`config.mk`:
```
export PLATFORM = sky130hd
export DESIGN_NAME = traffic_phase_ctrl
export DESIGN_NICKNAME = d
export VERILOG_FILES = /design/src/rtl/traffic_pkg.sv /design/src/rtl/phase_down_counter.sv /design/src/rtl/traffic_phase_ctrl.sv
export SDC_FILE = /design/constraint.sdc
export NUM_CORES = 1
export LEC_CHECK = 0
export CAP_MARGIN = 20
export CELL_PAD_IN_SITES_DETAIL_PLACEMENT = 1
export CELL_PAD_IN_SITES_GLOBAL_PLACEMENT = 2
export CORE_ASPECT_RATIO = 1.5
export CORE_MARGIN = 3
export CORE_UTILIZATION = 32
export CTS_CLUSTER_SIZE = 20
export DETAILED_ROUTE_END_ITERATION = 12
export PLACE_DENSITY = 0.82
export REMOVE_ABC_BUFFERS = 1
export SYNTH_ARGS = -nofsm -noshare
export SYNTH_HDL_FRONTEND = slang
export SYNTH_SLANG_ARGS = --single-unit
```
`constraint.sdc`:
```
create_clock -name tclk -period 2.4 [get_ports tclk]
set_input_delay 0.48 -clock tclk [delete_from_list [all_inputs] [get_ports tclk]]
set_output_delay 0.48 -clock tclk [all_outputs]
set_load 0.005 [all_outputs]
```
`src/rtl/traffic_pkg.sv`:
```
// traffic_pkg: shared state encoding, light codes and timer constant for the phase controller
package traffic_pkg;
  typedef enum logic [2:0] {MG = 3'd0, MY = 3'd1, AR_M = 3'd2, SG = 3'd3, SY = 3'd4, AR_S = 3'd5} state_t;
  localparam logic [2:0] RED = 3'b100;
  localparam logic [2:0] YEL = 3'b010;
  localparam logic [2:0] GRN = 3'b001;
  localparam int TIMER_RELOAD = 1800;
  function automatic logic counted(input state_t s);
    return s inside {MY, AR_M, SY, AR_S};
  endfunction
endpackage

```
`src/rtl/phase_down_counter.sv`:
```
// phase_down_counter: 8-bit loadable down-counter timing yellow and all-red phases
// Ports: clk, rst_n (async active-low), load/load_val (reload), en (count enable),
//        value (current count), zero (value == 0). Saturates at 0.
module phase_down_counter #(
  parameter logic [7:0] RST_VAL = 8'd0
) (
  input  logic       clk,
  input  logic       rst_n,
  input  logic       load,
  input  logic       en,
  input  logic [7:0] load_val,
  output logic [7:0] value,
  output logic       zero
);
  always_ff @(posedge clk or negedge rst_n)
    if (!rst_n) value <= RST_VAL;
    else if (load) value <= load_val;
    else if (en && value != 8'd0) value <= value - 8'd1;
  assign zero = value == 8'd0;
endmodule

```
`src/rtl/traffic_phase_ctrl.sv`:
```
// traffic_phase_ctrl: main/side intersection phase sequencer with pedestrian walk
// Ports: tclk, rst_n (async active-low), t (green timer expiry), car_side, ped_req,
//        ct (timer reload), main_light/side_light ({red,yellow,green}), walk, state_o.
module traffic_phase_ctrl
  import traffic_pkg::*;
#(
  parameter int YEL_CYC    = 6,
  parameter int ALLRED_CYC = 4
) (
  input  logic       tclk,
  input  logic       rst_n,
  input  logic       t,
  input  logic       car_side,
  input  logic       ped_req,
  output logic       ct,
  output logic [2:0] main_light,
  output logic [2:0] side_light,
  output logic       walk,
  output logic [2:0] state_o
);
  state_t state, next;
  logic min_done, min_done_n, ped_pend, ped_pend_n, walk_n, ct_n, enter_sg, load, zero;
  logic [7:0] load_val, cnt;
  phase_down_counter #(.RST_VAL(8'(ALLRED_CYC - 1))) u_cnt (
    .clk(tclk), .rst_n(rst_n), .load(load), .en(counted(state)),
    .load_val(load_val), .value(cnt), .zero(zero)
  );
  // t on the expiry edge counts as minimum reached, so MG can leave on that same edge
  always_comb begin
    next = state;
    case (state)
      MG:      if ((min_done || t) && (car_side || ped_pend)) next = MY;
      MY:      if (zero) next = AR_M;
      AR_M:    if (zero) next = SG;
      SG:      if (t) next = SY;
      SY:      if (zero) next = AR_S;
      AR_S:    if (zero) next = MG;
      default: next = AR_S;
    endcase
  end
  always_comb begin
    load       = next != state && counted(next);
    load_val   = (next == MY || next == SY) ? 8'(YEL_CYC - 1) : 8'(ALLRED_CYC - 1);
    min_done_n = state == MG && next == MG && (min_done || t);
    enter_sg   = next == SG && state != SG;
    ped_pend_n = enter_sg ? 1'b0 : (ped_pend || ped_req);
    walk_n     = next != SG ? 1'b0 : enter_sg ? (ped_pend || ped_req) : walk;
    // holding ct high in MG after expiry parks the timer so t cannot fire again
    ct_n       = next == MG ? min_done_n : next != SG;
  end
  always_ff @(posedge tclk or negedge rst_n)
    if (!rst_n) begin
      state    <= AR_S;
      min_done <= 1'b0;
      ped_pend <= 1'b0;
      walk     <= 1'b0;
      ct       <= 1'b1;
    end else begin
      state    <= next;
      min_done <= min_done_n;
      ped_pend <= ped_pend_n;
      walk     <= walk_n;
      ct       <= ct_n;
    end
  assign main_light = state == MG ? GRN : state == MY ? YEL : RED;
  assign side_light = state == SG ? GRN : state == SY ? YEL : RED;
  assign state_o    = state;
endmodule

```
Word level (Yosys, flattened, before mapping)
Index checks and enable logic that the tools add are counted.

Memories: 0. Flip-flop bits (word level): 15. Memory bits (read-only): 0. RAM bits: 0. Output and inout bits: 11. Latch bits: 0.

Magnitude comparators: 0. $mul: 0. Shift-type cells: 0. Add/sub/neg operators: 1. Mux-type cells: 18. Reductions and logical operators: 18. Bitwise logic cells: 0. Eq/ne operators: 13. Div/mod/pow operators: 0.

Operators by type and width (number): $mux 3 (11); $pmux 3 s6 (1); $mux 8 (2); $eq 3x2->1 const B (4); $eq 3x3->1 const B (4); $logic_not 8->1 (1); $reduce_bool 4->1 (2); $reduce_bool 8->1 (1); $sub 8x1->8 const B (1); $eq 3x1->1 const B (2); $logic_and 1x1->1 (6); $logic_not 3->1 (2); $ne 3x2->1 const B (2); $logic_or 1x1->1 (4); $mux 1 (4); $reduce_bool 2->1 (2); $ne 3x3->1 (1).

Depth between registers and ports, before layout
Gate-level depths: netlist of the first run.

Depth after elaboration: 8. Gate-level depth with buffers: 7. Mapped depth without buffers: 7.

Hierarchy
A second synthesis of the first run with hierarchy kept.

Cells, all modules: 114. Area total of the unflattened synthesis: 1044.8 sq um.

By module, submodules not included: phase_down_counter (area each 530.5 sq um, seq. area each 202.7 sq um, cells an instance 58, times used 1); traffic_phase_ctrl (area each 514.2 sq um, seq. area each 178.9 sq um, cells an instance 56, times used 1).

Worst setup path after synthesis of the first run
OpenSTA, ideal clock, no wires.

Path type: register -> register. Start point: register u_cnt.value[0]. End point: register u_cnt.value[6]. Period minus slack after synthesis: 1.769 ns. Stages on the path, launching flop included: 8. Library setup time: 0.128 ns. Buffers on the path: 0. Data arrival time: 1.641 ns. Slack: 0.631 ns. Data required time: 2.272 ns. Cells stage by stage: dfstp_2 inv_1 ha_1 nor3b_4 a211oi_2 nand4b_1 xor2_1 nor2_1.

Longest elaborated chain between the ends: 7. Elaborated cells on any way between the ends: 19. Classes of those cells: 1 x add/sub; 5 x eq/ne; 7 x mux; 6 x reduce/logical.

Ends and longest elaborated chain: start, declared (RTL line phase_down_counter.sv:12) `output logic [7:0] value,`; start signal, assigned (RTL line phase_down_counter.sv:17) `else if (load) value <= load_val;`; start signal, assigned (RTL line phase_down_counter.sv:18) `else if (en && value != 8'd0) value <= value - 8'd1;`; $logic_not 8->1 (RTL line phase_down_counter.sv:19) `assign zero = value == 8'd0;`; $mux 3, on equally long branches; $pmux 3 s6 (RTL line traffic_phase_ctrl.sv:31) `case (state)`; $eq 3x1->1 (tied with other cells) (RTL line traffic_pkg.sv:9) `return s inside {MY, AR_M, SY, AR_S};`; $reduce_bool 4->1 (RTL line traffic_pkg.sv:9); $logic_and 1x1->1 (RTL line traffic_phase_ctrl.sv:42) `load = next != state && counted(next);`; $mux 8 / $reduce_bool 2->1 (equally long branches).

Several ways; a longest one is shown, not always the timed one. The select of a mux whose other input is x is not followed. A chain may end at the register's enable or synchronous reset.

Worst setup path in the final report of the first run
Start point: register state[2] (netlist: state_o[2]). End point: output side_light[1].

Longest elaborated chain between the ends: 3. Elaborated cells on any way between the ends: 4. Classes of those cells: 2 x eq/ne; 2 x mux.

Ends and longest elaborated chain: start, declared (RTL line traffic_phase_ctrl.sv:21) `state_t state, next;`; start signal, assigned (RTL line traffic_phase_ctrl.sv:59) `state <= next;`; $eq 3x3->1 (RTL line traffic_phase_ctrl.sv:66) `assign side_light = state == SG ? GRN : state == SY ? YEL : RED;`; $mux 3 (RTL line traffic_phase_ctrl.sv:66); $mux 3 * (RTL line traffic_phase_ctrl.sv:66); end, declared (RTL line traffic_phase_ctrl.sv:17) `output logic [2:0] side_light,`.

Mark *: on every way between the ends. The rest lies on a longest branch, timed or not.

==> results of run 1 <==
## cells in the mapped netlist, drive strengths merged, types with 4 or more instances
cell / n / area (µm²)
nand3: 6 / 30.0
a21oi: 7 / 35.0
inv: 4 / 15.0
nand2: 9 / 33.8
dfstp: 5 / 131
dfrtp: 10 / 250
nor3: 6 / 30.0
nor2: 18 / 67.6
a31oi: 4 / 40.0
buf: 4 / 37.5
o21ai: 6 / 30.0
xor2: 5 / 43.8
## worst paths after layout
| kind | to | slack [ns] | cells past startpoint |
|---|---|---|---|
| setup / recovery | side_light[1] | 0.13 | 3 |
| hold / removal | walk | 0.52 | 2 |
| setup reg to reg | u_cnt.value[7] | 0.39 | 7 |
| hold reg to reg | walk | 0.52 | 2 |
| max in group asynchronous | state_o[1] | 1.22 | 1 |
| min in group asynchronous | u_cnt.value[6] | 0.67 | 1 |
## cell type report
class / count / area share
Clock buffer: 4 / 0.0358
Inverter: 4 / 0.0119
Multi-Input combinational cell: 88 / 0.466
Sequential cell: 15 / 0.304
Tap cell: 39 / 0.0388
Timing Repair Buffer: 19 / 0.143
## metal layers
metal | part of all wire | GRT usage | vias to the layer above
met4 | 0.035 | 0.0795 | 0
met3 | 0.022 | 0.0196 | 8
met5 | 0 | 0 | -
li1 | - | - | 430
met2 | 0.51 | 0.275 | 22
met1 | 0.44 | 0.182 | 449
## sequential cells by signal (all words and copies together), names as in the netlist
| signal | count |
|---|---|
| min_done | 1 |
| ct | 1 |
| walk | 1 |
| state_o | 3 |
| u_cnt.value | 8 |
| ped_pend | 1 |
## power groups by stage
stage / clock [W] / combinational [W] / sequential, W
floorplan: 0 / 0.000774 / 0.000533
global placement: 0 / 0.00121 / 0.000561
detailed placement: 0 / 0.00124 / 0.000559
CTS: 0.000215 / 0.00125 / 0.000558
global route: 0.000220 / 0.00138 / 0.000580
finish: 0.000207 / 0.00124 / 0.000561
## stage by stage
stage	hold WS (ns)	setup slack (ns)
after floorplan	0.184	0.381
after global routing	0.561	0.0271
final	0.518	0.130
after CTS	0.528	0.0475
after detailed placement	0.513	0.0407
after global placement	0.504	0.125
## worst min-delay path: cells and delay by family, from the launching register on
kind	cells	cell delay, ns
compound gates	1	0.06
flops	1	0.34
simple gates	1	0.08
## logic make-up (layout without fill, tap and decap cells)
| logic type | Yosys count | count (layout) |
|---|---|---|
| XOR/XNOR | 6 | 6 |
| AO/OA/AOI/OAI | 27 | 27 |
| buffers and inverters | 10 | 27 |
| adder cells (fa/ha/maj) | 2 | 2 |
| AND/OR/NAND/NOR | 52 | 52 |
| flip-flops | 15 | 15 |
| multiplexers | 1 | 1 |
## what timing repair did
| item | CTS | global route |
|---|---|---|
| setup endpoints to repair | 0 | 3 |
| resized for setup | 0 | 2 |
| setup buffers | 0 | 0 |
==> flow_summary.yaml, run 1 <==
status:
  status: "completed"
power:
  powerDensity_nw_per_um2: 1600
  clkPwrFrac: 0.103
  p_sw_frac: 0.458
  peakVddDrop_mv: 0.600
  p_int_w: 0.00109
  seqPwrFrac: 0.279
  combPwrFrac: 0.618
  switchingPower_w: 0.000921
  p_leak_nw: 0.489
  power_w: 0.00201
critical_path:
  cp_top_family: "buffers and inverters"
  worstSetupPathType: "reg -> out"
  worst-path-buf-inv: 2
  cp_max_fo: 12
  cp-startpoint: "state_o[2]"
  slowest_stage: "dfstp_2"
  crit_chain: "inv_1, nor3_2, clkdlybuf4s50_1"
  worstPathArrival_ns: 1.79
  critPathLaunchType: "flop"
  cp-end-kind: "output pin"
  worst_path_largest_cell_delay_ns: 0.65
  timing.rr.start: "u_cnt.value[0]"
  critPathRequiredTime_ns: 1.92
clocking:
  cts_root_buf: "clkbuf_8"
  insertion_delay_ns: 0.25
  cts_made_buffers: 3
  tritoncts: "built"
  ctsHoldBuffers: 0
  htree_num_levels: 1
  clock_sinks: 15
  clk_pin_slew_worst_paths_ns: 0.06
  clock_path_buffers: 2
detailed_routing:
  drt-pass1-iter-count: 4
  wire_per_inst_um: 16.2
  final_antenna_net_count: 0
  drc: 0
  routed_wirelength_um: 2750
  drt_iter0_drc: 19
  dr_total_vias: 909
  vias_per_cell: 5.38
synthesis:
  synthesis.instances: 113
  yosysSeqAreaShare: 0.370
  synthSimpleGateAreaFrac: 0.265
  synth_fa_ha_area_frac: 0.0242
  synth_area_per_cell_um2: 9.13
  synth.distinct_cells: 42
  synth_top_family_by_area: "simple AND/OR/NAND/NOR gates"
  synth_compound_area_frac: 0.212
  synth_flop_cell: "dfrtp_1"
  synth-edff-count: 0
  yosys_warnings: 0
  synth-seq-cells: 15
  synth_xor_area_frac: 0.0509
  mappedNetlistArea_um2: 1030
  synthArstFlopShare: 1.00
  synth_mux_area_frac: 0.00970
finish:
  drive_above_1_share: 0.223
  seqCellArea_um2: 383
  final_common_cell: "nor2_1"
  n_fill_cell: 364
  multi_input_area_um2: 586
  antenna_cells: 0
  final_core_util: 0.419
  mostFrequentLayoutCells: "18 x nor2_1, 15 x clkdlybuf4s50_1, 9 x nand2_1, 9 x dfrtp_1, 7 x a21oi_1"
  nets: 138
  fin_cells: 169
  stdcell_area_um2: 1260
  area_growth_pct: 21.8
sta:
  worst_slew_pin_slew_ns: 0.732
  setup_tns_ns: 0
  finalCriticalPeriod_ns: 2.27
  finalClockSkew_ns: 0.00387
  drv_slew: 0
  slew_headroom: 0.510
  fmax_mhz: 440
  setup_viol: 0
  final_hold_viol_count: 0
  grt_setup_unrepaired: "no"
  post-route-period-util: 0.946
min_path:
  hold_path.startpoint: "walk"
  min_path_type: "reg -> reg"
floorplan:
  coreArea_um2: 3000
  row_count: 24
  die_area_um2: 3960
  die_w_um: 52.4
  die_h_um: 75.6
  start_util: 0.344
  io_pins: 16
global_route:
  grt_usage: 0.156
  grt_max_degree: 17
  antenna_found_initial: 0
  grt_pass1_wl_um: 4630
  grt.overflow.total: 0
  grt_pass1_vias: 961
job:
  drv_cap: 0
placed_design:
  io_buffer_count: 15
  place_hpwl_um: 2110
  gp_congestion: 0.849
  dp.cells: 165
  placed_cell_area_um2: 1210
Power figures use the tool's default switching activity.
==> inputs of run 2 (changes only) <==
- SKIP_CTS_REPAIR_TIMING: unset -> 1
- SLEW_MARGIN: unset -> 0
- clock period: 2.4 -> 2.3 ns (I/O delays scaled with it)
==> flow_summary.yaml, run 2 (synthesized netlist as in run 1, its figures left out) <==
global_route:
  grt.overflow.total: 0
  antenna_found_initial: 0
  grt_pass1_wl_um: 4680
  grt_pass1_vias: 1030
  grt_max_degree: 17
  grt_usage: 0.158
clocking:
  clock_path_buffers: 2
  cts_made_buffers: 3
  tritoncts: "built"
  insertion_delay_ns: 0.25
  clk_pin_slew_worst_paths_ns: 0.06
  clock_sinks: 15
  htree_num_levels: 1
  cts_root_buf: "clkbuf_8"
sta:
  setup_viol: 0
  worst_slew_pin_slew_ns: 0.666
  final_hold_viol_count: 0
  slew_headroom: 0.554
  whs_ns: 0.536
  post-route-period-util: 0.960
  fin_ws_ns: 0.0914
  fmax_mhz: 453
  finalCriticalPeriod_ns: 2.21
  finalClockSkew_ns: 0.00288
  drv_slew: 0
placed_design:
  placed_cell_area_um2: 1220
  place_hpwl_um: 2120
  pre_cts_slack_ns: 0.125
  dp.cells: 167
  io_buffer_count: 15
  gp_congestion: 0.789
floorplan:
  die_w_um: 52.4
  start_util: 0.344
  row_count: 24
  coreArea_um2: 3000
  die_h_um: 75.6
  io_pins: 16
  die_area_um2: 3960
power:
  clkPwrFrac: 0.101
  p_leak_nw: 0.509
  seqPwrFrac: 0.273
  powerDensity_nw_per_um2: 1650
  peakVddDrop_mv: 0.805
  combPwrFrac: 0.626
  p_sw_frac: 0.450
  p_int_w: 0.00117
  switchingPower_w: 0.000954
detailed_routing:
  dr_total_vias: 904
  routed_wirelength_um: 2690
  vias_per_cell: 5.23
  drt_iter0_drc: 19
  drc: 0
  drt-pass1-iter-count: 4
  final_antenna_net_count: 0
  wire_per_inst_um: 15.5
job:
  drv_cap: 0
critical_path:
  cp_max_fo: 9
  worstPathArrival_ns: 1.75
  cp-end-kind: "output pin"
  critPathLaunchType: "flop"
  critPathRequiredTime_ns: 1.84
  worstSetupPathType: "reg -> out"
finish:
  n_fill_cell: 369
  fin_cells: 173
  area_growth_pct: 24.2
  regMostFlops: "u_cnt.value"
  stdcell_area_um2: 1280
  antenna_cells: 0
  largest_reg_flops: 8
  final_common_cell: "nor2_1"
  drive_above_1_share: 0.239
  nets: 142
  mostFrequentLayoutCells: "18 x nor2_1, 15 x clkdlybuf4s50_1, 9 x nand2_1, 9 x dfrtp_1, 8 x buf_4"
min_path:
  min_path_type: "reg -> reg"
status:
  status: "completed"
## run 2: layout make-up
class | instances | area, µm² | share of cell area
flip-flops and latches | 15 | 383 | 0.299
multi-input cells | 88 | 581 | 0.453
inverters | 4 | 15.0 | 0.0117
clock buffers | 4 | 45.0 | 0.0351
repair buffers | 23 | 210 | 0.164
well taps | 39 | 48.8 | 0.0380
## run 2: per-stage QoR
stage | TNS (ns) | power (W) | utilization
final | 0 | 0.00212 | 0.427
after global routing | -0.000296 | 0.00232 | 0.427
after CTS | 0 | 0.00214 | 0.422
after detailed placement | 0 | 0.00190 | 0.407
after floorplan | 0 | 0.00136 | -
after global placement | 0 | 0.00186 | 0.407
## run 2: worst max-delay path, stage by stage, from the launching register on
cell             delay, ns
dfstp_2               0.62
or2b_2                0.20
nor2_1                0.07
nor2_1                0.10
clkdlybuf4s50_1       0.51
## run 2: final timing paths
| check | start | end | slack, ns | depth (start not counted) |
|---|---|---|---|---|
| setup reg to reg | u_cnt.value[0] | u_cnt.value[6] | 0.28 | 7 |
| hold reg to reg | walk | walk | 0.54 | 2 |
| setup / recovery | state_o[2] | side_light[2] | 0.09 | 4 |
| max in group asynchronous | rst_n | state_o[1] | 1.22 | 1 |
| hold / removal | walk | walk | 0.54 | 2 |
| min in group asynchronous | rst_n | min_done | 0.62 | 1 |
## run 2: routing by layer
metal  vias to the layer above  global-route usage  share of wire
met4                         0              0.0653          0.022
met3                         5              0.0176          0.027
met5                         -                   0              0
met1                       441               0.169           0.39
met2                        18               0.305           0.56
li1                        440                   -              -
## run 2: power by group through the flow
stage	clock network, W	logic (W)	registers [W]
final	0.000214	0.00133	0.000579
after detailed placement	0	0.00131	0.000587
after global placement	0	0.00129	0.000578
after floorplan	0	0.000808	0.000557
after CTS	0.000225	0.00133	0.000583
after global routing	0.000232	0.00148	0.000603
==> inputs of run 3 (changes only) <==
- clock period: 2.3 -> 2.25 ns (I/O delays scaled with it)
==> flow_summary.yaml, run 3 (synthesized netlist as in run 1, its figures left out) <==
detailed_routing:
  wire_per_inst_um: 16.5
  drt-pass1-iter-count: 2
  drc: 0
  final_antenna_net_count: 0
  vias_per_cell: 5.28
  dr_total_vias: 903
  drt_iter0_drc: 21
  routed_wirelength_um: 2820
clocking:
  clock_sinks: 15
  htree_num_levels: 1
  clock_path_buffers: 2
  insertion_delay_ns: 0.24
  cts_root_buf: "clkbuf_8"
  tritoncts: "built"
  cts_made_buffers: 3
  clk_pin_slew_worst_paths_ns: 0.07
power:
  seqPwrFrac: 0.270
  powerDensity_nw_per_um2: 1710
  power_w: 0.00219
  p_sw_frac: 0.458
  p_int_w: 0.00118
  peakVddDrop_mv: 0.805
  clkPwrFrac: 0.099
  combPwrFrac: 0.630
  switchingPower_w: 0.00100
  p_leak_nw: 0.502
sta:
  slew_headroom: 0.549
  fmax_mhz: 460
  worst_slew_pin_slew_ns: 0.675
  finalClockSkew_ns: 0.00515
  setup_tns_ns: 0
  setup_viol: 0
  grt_setup_unrepaired: "yes"
  finalCriticalPeriod_ns: 2.17
  drv_slew: 0
  final_hold_viol_count: 0
  post-route-period-util: 0.966
  whs_ns: 0.540
critical_path:
  r2r_slack_ns: 0.20
  critPathLaunchType: "flop"
  reg2reg_depth: 7
  worstSetupPathType: "reg -> out"
  critPathRequiredTime_ns: 1.80
  cp-end-kind: "output pin"
  worstPathArrival_ns: 1.72
  r2r-end: "u_cnt.value[0]"
  cp_max_fo: 6
  timing.rr.start: "u_cnt.value[0]"
finish:
  nets: 140
  final_core_util: 0.425
  area_growth_pct: 23.5
  largest_reg_flops: 8
  regMostFlops: "u_cnt.value"
  mostFrequentLayoutCells: "17 x nor2_1, 15 x clkdlybuf4s50_1, 9 x nand2_1, 9 x dfrtp_1, 7 x a21oi_1"
  final_common_cell: "nor2_1"
  drive_above_1_share: 0.242
  antenna_cells: 0
placed_design:
  place_hpwl_um: 2180
  gp_congestion: 0.807
  io_buffer_count: 15
min_path:
  min_path_type: "reg -> reg"
  hold_path.startpoint: "walk"
  hold_depth: 2
  holdPathEnd: "walk"
floorplan:
  die_h_um: 75.6
  row_count: 24
  die_w_um: 52.4
  io_pins: 16
  start_util: 0.344
  die_area_um2: 3960
  coreArea_um2: 3000
global_route:
  grt.overflow.total: 0
  grt_pass1_wl_um: 4840
  grt_pass1_vias: 1011
  antenna_found_initial: 0
  grt_usage: 0.159
  grt_max_degree: 17
status:
  status: "completed"
job:
  drv_cap: 0
[run 3: changes by cell type in the layout (fill, tap and decap cells not counted)]
| cell | before | now |
|---|---|---|
| nor2_2 | 0 | 1 |
| dfstp_2 | 5 | 4 |
| dfstp_4 | 0 | 1 |
| clkinv_2 | 0 | 1 |
| clkbuf_1 | 1 | 0 |
| nor2_1 | 18 | 17 |
| buf_4 | 8 | 6 |
[run 3: stage by stage]
stage / setup WS, ns / std cells / area (µm²)
final: 0.0768 / 171 / 1270
after global routing: -0.0363 / 171 / 1270
after CTS: 0.0153 / 171 / 1270
after detailed placement: 0.163 / 167 / 1220
after global placement: 0.204 / 167 / 1220
after floorplan: 0.231 / 107 / 977
[run 3: worst max-delay path by stage]
stage                        start        endpoint  slack [ns]
floorplan           u_cnt.value[3]  u_cnt.value[1]        0.23
global placement                 t  u_cnt.value[1]        0.20
detailed placement               t  u_cnt.value[1]        0.16
CTS                     state_o[1]   side_light[0]        0.02
global route            state_o[2]   side_light[1]       -0.04
finish                  state_o[2]   side_light[1]        0.08
[run 3: cell type report]
cell class,instances,area (µm²)
Clock buffer,3,41.3
Clock inverter,1,5.00
Inverter,4,15.0
Timing Repair Buffer,21,195
Tap cell,39,48.8
Multi-Input combinational cell,88,583
Fill cell,368,1730
Sequential cell,15,387
[run 3: power groups by stage]
| stage | clock [W] | combinational, W | sequential (W) |
|---|---|---|---|
| after floorplan | 0 | 0.000826 | 0.000569 |
| after global placement | 0 | 0.00133 | 0.000582 |
| after detailed placement | 0 | 0.00137 | 0.000589 |
| after CTS | 0.000224 | 0.00138 | 0.000585 |
| after global routing | 0.000238 | 0.00152 | 0.000613 |
| final | 0.000217 | 0.00138 | 0.000590 |
[run 3: per-layer routing]
metal  GRT usage  vias up  part of all wire  wire length, µm
met5           0        -                 0                0
met2       0.304       18              0.55             1560
met1       0.187      449              0.42             1180
met3      0.0215        2             0.027               77
li1            -      434                 -                -
met4      0.0313        0            0.0035               10
[run 3: critical path: stages, from the launching register on]
cell and delay [ns]:
dfstp_2 0.58, inv_1 0.10, nor3_1 0.26, clkdlybuf4s50_1 0.55
